**src/rtl/mrsw_rdata.sv**
```systemverilog
// mrsw_rdata: multi-read, single-write RAM with registered read data.
//
// READ_PORTS independent synchronous read ports and one byte-strobed
// write port over a 2**ADDR_WIDTH x DATA_WIDTH array. The array is never
// cleared by reset. Only the per-port read-data flops reset, and they
// reset asynchronously.
//
// Optional build macro:
//   MRSW_RDATA_BYPASS_EN  defined   -> write-first: a read that collides with
//                                     a write at the same edge returns the
//                                     byte-merged post-write word.
//                         undefined -> read-first: the colliding read returns
//                                     the old word.

module mrsw_rdata #(
  parameter int DATA_WIDTH = 32,
  parameter int ADDR_WIDTH = 2,
  parameter int READ_PORTS = 2
) (
  input  logic                             clock,
  input  logic                             reset,
  input  logic                             wen,
  input  logic [ADDR_WIDTH-1:0]            waddr,
  input  logic [DATA_WIDTH-1:0]            wdata,
  input  logic [DATA_WIDTH/8-1:0]          wstrb,
  input  logic [READ_PORTS-1:0]            ren,
  input  logic [READ_PORTS*ADDR_WIDTH-1:0] raddr,
  output logic [READ_PORTS*DATA_WIDTH-1:0] rdata
);

  localparam int DEPTH  = 2 ** ADDR_WIDTH;
  localparam int NBYTES = DATA_WIDTH / 8;

  // The declaration initialiser gives the power-up (time 0) zero contents.
  // Reset deliberately has no effect on the array.
  logic [DATA_WIDTH-1:0] mem_r [DEPTH] = '{default: '0};

`ifdef MRSW_RDATA_BYPASS_EN
  // Byte merge: strobed bytes come from the new data and the rest from
  // the old word.
  function automatic logic [DATA_WIDTH-1:0] byte_merge(
    input logic [DATA_WIDTH-1:0] old_word,
    input logic [DATA_WIDTH-1:0] new_word,
    input logic [NBYTES-1:0]     strb
  );
    logic [DATA_WIDTH-1:0] res;
    res = old_word;
    for (int i = 0; i < NBYTES; i++) begin
      if (strb[i]) begin
        res[8*i +: 8] = new_word[8*i +: 8];
      end else begin
        res[8*i +: 8] = old_word[8*i +: 8];
      end
    end
    return res;
  endfunction
`endif

  // Byte-strobed write into the array. Writes still happen while reset is high.
  always_ff @(posedge clock) begin
    for (int i = 0; i < NBYTES; i++) begin
      if (wen && wstrb[i]) begin
        mem_r[waddr][8*i +: 8] <= wdata[8*i +: 8];
      end
    end
  end

  for (genvar p = 0; p < READ_PORTS; p++) begin : g_port
    logic [ADDR_WIDTH-1:0] addr_s;
    logic [DATA_WIDTH-1:0] word_s;
    logic [DATA_WIDTH-1:0] rd_r;

    assign addr_s = raddr[p*ADDR_WIDTH +: ADDR_WIDTH];

    // Select the word this port loads: the old array word, or the
    // write-merged word when the read collides with a write.
    always_comb begin
      word_s = mem_r[addr_s];
`ifdef MRSW_RDATA_BYPASS_EN
      if (wen && (waddr == addr_s)) begin
        word_s = byte_merge(mem_r[addr_s], wdata, wstrb);
      end else begin
        word_s = mem_r[addr_s];
      end
`endif
    end

    // Read-data register. It clears on reset, loads on ren and otherwise holds.
    always_ff @(posedge clock or posedge reset) begin
      if (reset) begin
        rd_r <= '0;
      end else if (ren[p]) begin
        rd_r <= word_s;
      end
    end

    assign rdata[p*DATA_WIDTH +: DATA_WIDTH] = rd_r;
  end

endmodule

```
**config.mk**
```make
export PLATFORM = sky130hd
export DESIGN_NAME = mrsw_rdata
export DESIGN_NICKNAME = d
export VERILOG_FILES = /design/src/rtl/mrsw_rdata.sv
export SDC_FILE = /design/constraint.sdc
export NUM_CORES = 1
export LEC_CHECK = 0
export BUFFER_PORTS_ARGS = -buffer_cell sky130_fd_sc_hd__clkbuf_2
export CAP_MARGIN = 20
export CORE_AREA = 2 2 123 148
export DETAILED_ROUTE_END_ITERATION = 8
export DIE_AREA = 0 0 125 150
export GPL_TIMING_DRIVEN = 0
export PLACE_DENSITY = 0.8
export RECOVER_POWER = 50
export SLEW_MARGIN = 20
export SYNTH_ARGS = -nofsm -noshare
export SYNTH_HDL_FRONTEND = slang
export SYNTH_SLANG_ARGS = --single-unit
```
**constraint.sdc**
```tcl
create_clock -name clock -period 4.7 [get_ports clock]
set_clock_uncertainty 0.2 [all_clocks]
set_input_delay 1.41 -clock clock [delete_from_list [all_inputs] [get_ports clock]]
set_output_delay 1.41 -clock clock [all_outputs]
set_load 0.1 [all_outputs]
```
==> impl_metrics.toml, run 1 <==
[run_status]
outcome = "finished, violations left"
violations = "capacitance limit, slew limit"

[yosys]
synth-xor-area-share_pct = 0
ys_ff_latch = 192
yosys.area.top_type = "edfxtp_1"
ys_types = 15
synth_simple_gate_area_share_pct = 6.068
syn-num-nets = 555
syn-cell-area_sq_mm = 0.008516
syn_avg_cell_area_sq_um = 16.76
synth_top_family_by_area = "multiplexers"
post_synth_main_area_contributors = "edfxtp_1 45%, dfrtp_1 19%, mux2i_1 15%, o221ai_2 11%, nand2b_1 5.0%"
syn_inst = 508
synth_top_area_share_pct = 45.14
synth_mux_area_share_pct = 15.05
yosys_warnings = 0
yosysSeqAreaShare_pct = 63.94
synthAdderAreaFrac_pct = 0
synth_compound_area_share_pct = 10.99

[detailed_routing]
detail_route.vias_per_cell = 5.763
dr.pass1.iters = 5
drc = 0
dr.max_layer_used = "met4"
wirelength_um = 19850
ant_nets = 0
wl_met1_um = 7730
drt_iter0_drc = 313
wl_per_cell_um = 22.84
num_vias = 5008
met2_length_um = 10670
met3_length_um = 1149

[min_path]
hold_end = "g_port[0].rd_r[8]$_DFFE_PP0P_"
whs_path_depth = 2
hp-class = "reg -> reg"
min-delay-start = "g_port[0].rd_r[8]$_DFFE_PP0P_"

[setup_path]
r2r_slack_ns = 3.59
start_kind = "input pin"
arrival_ns = 3.37
critPathMaxStageDelay_ns = 0.77
worstSetupPathType = "in -> reg"
crit_fanout = 10
cp.required_ns = 4.80
cp_slowest_cell = "clkbuf_1"
crit_chain = "clkbuf_1 -> clkbuf_1 -> mux2i_1 -> o221ai_2"
crit_top_cell = "clkbuf_1"
worstSetupEndpointType = "flip-flop"
r2r-end = "g_port[1].rd_r[8]$_DFFE_PP0P_"
r2r_start = "mem_r[1][8]$_DFFE_PP_"
reg2reg_depth = 2

[floorplan]
die_w_um = 125
die-area_sq_mm = 0.01875
fp.coreArea_sq_mm = 0.01737
start_util_pct = 49.01
ios = 111
rows = 53
die_h_um = 150

[sta]
worst_pin_slew_ns = 1.666
final_max_slew_viol_count = 32
finalSetupViolations = 0
period_needed_ns = 3.266
fin_crit_sh_pct = 69.49
relSlewSlack_pct = -11.67
fin_tns_setup_ns = 0
fmax_mhz = 306.2
rsz0062_at_grt = "no"
hold_viol = 0

[power_and_ir_drop]
p_total_mw = 4.245
leakage_nw = 3.823
powerDensity_mw_per_mm2 = 432.1
max-vdd-ir-drop_v = 0.0002460

[place]
place_hpwl_um = 13400
place_congestion = 0.8067
io_buffers = 108

[grt]
grt_usage_pct = 21.85
overflow = 0
grt_max_degree = 34
grt_first_pass_wirelength_um = 30240
antenna_found_initial = 0
grt_pass1_vias = 5503

[final_layout]
fillers = 1350
synthToLayoutAreaGrowth_pct = 15.37
antenna_cells = 0
drive_above_1_share_pct = 28.81
multi_input_area_sq_mm = 0.002754
post-route-util_pct = 56.55
register_area_sq_mm = 0.005445
layout.nets = 683
final_cell_mix = "128 x mux2i_1, 128 x edfxtp_1, 75 x clkbuf_2"

[clock_tree]
cts_root_buf = "clkbuf_16"
cts.htree.levels = 4
cts_buffers = 17
cts_sinks = 192
cts_buffer_depth = 2
clk_pin_slew_ns = 0.06
post-cts-setup-buffers = 0
cts_resized = 0
hold_buffers = 0
clkLatencyLatePin_ns = 0.44
cts_tree = "yes"

[run]
drv_cap = 1
flip-flops by register name, indices dropped and copies added (netlist names):
signal / count
mem_r: 128
g_port.rd_r: 64
worst max-delay path by stage:
| stage | from | to | slack (ns) | cells past startpoint |
|---|---|---|---|---|
| 2_1_floorplan | reset | g_port[0].rd_r[0]$_DFFE_PP0P_ | 1.49 | 1 |
| 3_3_place_gp | reset | g_port[0].rd_r[21]$_DFFE_PP0P_ | 0.41 | 2 |
| 3_5_place_dp | waddr[0] | mem_r[2][2]$_DFFE_PP_ | 1.57 | 3 |
| 4_1_cts | g_port[1].rd_r[31]$_DFFE_PP0P_ | rdata[63] | 1.76 | 1 |
| 5_1_grt | raddr[2] | g_port[1].rd_r[8]$_DFFE_PP0P_ | 1.36 | 4 |
| 6_report | raddr[2] | g_port[1].rd_r[8]$_DFFE_PP0P_ | 1.43 | 4 |
power breakdown:
| group | leakage (nW) | switching (mW) | internal (mW) | total [mW] |
|---|---|---|---|---|
| Clock | 0.276 | 0.600 | 0.806 | 1.41 |
| Sequential | 1.95 | 0.0606 | 1.91 | 1.97 |
| Combinational | 1.60 | 0.690 | 0.179 | 0.869 |
per-layer routing:
| layer | up-vias | track usage [%] |
|---|---|---|
| met2 | 179 | 38.29 |
| met3 | 21 | 5.470 |
| met5 | - | 0 |
| met1 | 2571 | 25.66 |
| met4 | 0 | 9.389 |
| li1 | 2237 | - |
layout make-up:
cell class	count	area share, %
well taps	220	2.802
flip-flops and latches	192	55.43
clock buffers	21	4.687
plain buffers	32	2.560
repair buffers	109	5.285
inverters	1	0.05094
clock inverters	11	1.159
multi-input cells	283	28.03
critical path, delay by kind of cell:
family	cells	cell delay, ns
AO/OA/AOI/OAI	1	0.14
buffers and inverters	2	1.44
multiplexers	1	0.36
per-stage QoR:
stage / hold slack [ns] / std cells / area (sq um) / setup slack [ns]
floorplan: 0.3618 / 508 / 8516 / 1.492
global placement: 0.2842 / 836 / 9331 / 0.4120
detailed placement: 0.2810 / 837 / 9374 / 1.566
CTS: 0.3015 / 869 / 9948 / 1.758
global route: 0.3344 / 869 / 9824 / 1.359
finish: 0.2981 / 869 / 9824 / 1.434
cells in the mapped netlist (all sizes together):
| cell | number |
|---|---|
| dfrtp | 64 |
| nand2b | 68 |
| nand2 | 7 |
| buf | 26 |
| clkbuf | 6 |
| edfxtp | 128 |
| mux2i | 128 |
| o221ai | 64 |
| nor3 | 4 |
| inv | 1 |
| nor2 | 12 |
cells by family (layout without fill, tap and decap cells):
| logic type | Yosys count | in the layout |
|---|---|---|
| buf+inv | 33 | 174 |
| mux | 128 | 128 |
| simple gates | 91 | 91 |
| flops | 192 | 192 |
| compound gates | 64 | 64 |
No activity file was read; power rests on OpenSTA's default activity.
==> inputs of run 2 (changes only) <==
--- a/config.mk
+++ b/config.mk
@@ -11,7 +11,7 @@
 export DETAILED_ROUTE_END_ITERATION = 8
 export DIE_AREA = 0 0 125 150
 export GPL_TIMING_DRIVEN = 0
-export PLACE_DENSITY = 0.8
+export PLACE_DENSITY = 0.82
 export RECOVER_POWER = 50
 export SLEW_MARGIN = 20
 export SYNTH_ARGS = -nofsm -noshare
==> constraint.sdc (replaced) <==
create_clock -name clock -period 2.85 [get_ports clock]
set_clock_uncertainty 0.2 [all_clocks]
set_input_delay 0.855 -clock clock [delete_from_list [all_inputs] [get_ports clock]]
set_output_delay 0.855 -clock clock [all_outputs]
set_load 0.1 [all_outputs]
==> impl_metrics.toml, run 2 (synthesis results as in run 1) <==
[run_status]
outcome = "finished, final reports clean"

[setup_path]
critPathTopFamily = "buffers and inverters"
critPathMaxStageDelay_ns = 0.48
r2r_slack_ns = 1.71
r2r_start = "mem_r[1][1]$_DFFE_PP_"
crit_buf_inv = 1
start_kind = "flip-flop"
worstSetupPathType = "reg -> out"
crit_fanout = 2
arrival_ns = 1.31
reg2reg_depth = 2
cp.required_ns = 1.80
cp_slowest_cell = "clkbuf_2"
worstSetupEndpointType = "output pin"
crit_chain = "clkbuf_2"
r2r-end = "g_port[0].rd_r[1]$_DFFE_PP0P_"

[detailed_routing]
num_vias = 5074
wirelength_um = 20200
detail_route.vias_per_cell = 5.832
wl_per_cell_um = 23.22
ant_nets = 0
drt_iter0_drc = 343
drc = 0
dr.pass1.iters = 5

[floorplan]
die_h_um = 150
fp.coreArea_sq_mm = 0.01737
die-area_sq_mm = 0.01875
rows = 53
start_util_pct = 49.01
ios = 111
die_w_um = 125

[sta]
hold_viol = 0
fmax_mhz = 422.1
setup_ws_ns = 0.4810
rsz0062_at_grt = "no"
relSlewSlack_pct = 20.94
hold_ws_ns = 0.3000
final_max_slew_viol_count = 0
fin_crit_sh_pct = 83.12
worst_pin_slew_ns = 1.179
period_needed_ns = 2.369
finalSetupViolations = 0

[clock_tree]
cts_buffer_depth = 2
cts_sinks = 192
post-cts-setup-buffers = 0
cts_root_buf = "clkbuf_16"
hold_buffers = 0
clkLatencyLatePin_ns = 0.43
clk_pin_slew_ns = 0.07
cts_tree = "yes"
cts_buffers = 17
cts_resized = 0
cts.htree.levels = 4

[grt]
grt_first_pass_wirelength_um = 30430
grt_usage_pct = 21.64
grt_pass1_vias = 5452
grt_max_degree = 44
antenna_found_initial = 1
overflow = 0

[final_layout]
largest_reg_flops = 128
regMostFlops = "mem_r"
final_cell_mix = "128 x mux2i_1, 128 x edfxtp_1, 76 x clkbuf_2"
post-route-util_pct = 57.42
synthToLayoutAreaGrowth_pct = 17.15
layout.nets = 683
drive_above_1_share_pct = 30.51
largest_registers = "mem_r x128, g_port.rd_r x64"

[place]
pre_cts_slack_ns = 0.2413
place_hpwl_um = 13470
place_congestion = 0.7532
io_buffers = 108

[run]
drv_cap = 0

[power_and_ir_drop]
p_total_mw = 7.254
powerDensity_mw_per_mm2 = 727.1
max-vdd-ir-drop_v = 0.0005035
leakage_nw = 3.905

[min_path]
min-delay-start = "g_port[1].rd_r[2]$_DFFE_PP0P_"
hp-class = "reg -> reg"
whs_path_depth = 2
hold_end = "g_port[1].rd_r[2]$_DFFE_PP0P_"
[run 2: final cells by class]
class                      instances  area [sq um]
inverter                           1         5.005
buffer                            32         317.8
timing repair buffer             109         528.0
sequential                       192          5445
multi-input combinational        283          2754
clock buffer                      20         466.7
fill                            1360          7398
clock inverter                    12         181.4
tap                              220         275.3
antenna                            1         2.502
[run 2: power by group]
| group | internal [mW] | leakage [nW] | switching (mW) |
|---|---|---|---|
| Sequential | 3.15 | 1.95 | 0.102 |
| Clock | 1.54 | 0.317 | 1.01 |
| Combinational | 0.305 | 1.64 | 1.14 |
[run 2: how the worst max path moves through the flow]
| stage | startpoint | end | slack, ns | depth (start not counted) |
|---|---|---|---|---|
| after floorplan | reset | g_port[0].rd_r[0]$_DFFE_PP0P_ | 0.20 | 1 |
| after global placement | reset | g_port[0].rd_r[20]$_DFFE_PP0P_ | -0.88 | 2 |
| after detailed placement | waddr[1] | mem_r[1][3]$_DFFE_PP_ | 0.24 | 3 |
| after CTS | g_port[1].rd_r[31]$_DFFE_PP0P_ | rdata[63] | 0.47 | 1 |
| after global routing | g_port[1].rd_r[30]$_DFFE_PP0P_ | rdata[62] | 0.44 | 1 |
| final | g_port[1].rd_r[30]$_DFFE_PP0P_ | rdata[62] | 0.48 | 1 |
[run 2: per-layer routing]
metal / vias to the layer above / track usage, % / share of wire, %
met3: 24 / 4.576 / 6.6
met4: 0 / 8.500 / 1.6
met2: 215 / 38.94 / 53
met5: - / 0 / 0
met1: 2594 / 25.41 / 39
li1: 2241 / - / -
[run 2: metrics by stage]
step / instance area (sq um) / cells / TNS [ns]
2_1_floorplan: 8516 / 508 / 0
3_3_place_gp: 9331 / 836 / -56.32
3_5_place_dp: 9382 / 837 / 0
4_1_cts: 10030 / 869 / 0
5_1_grt: 9973 / 869 / 0
6_report: 9976 / 870 / 0
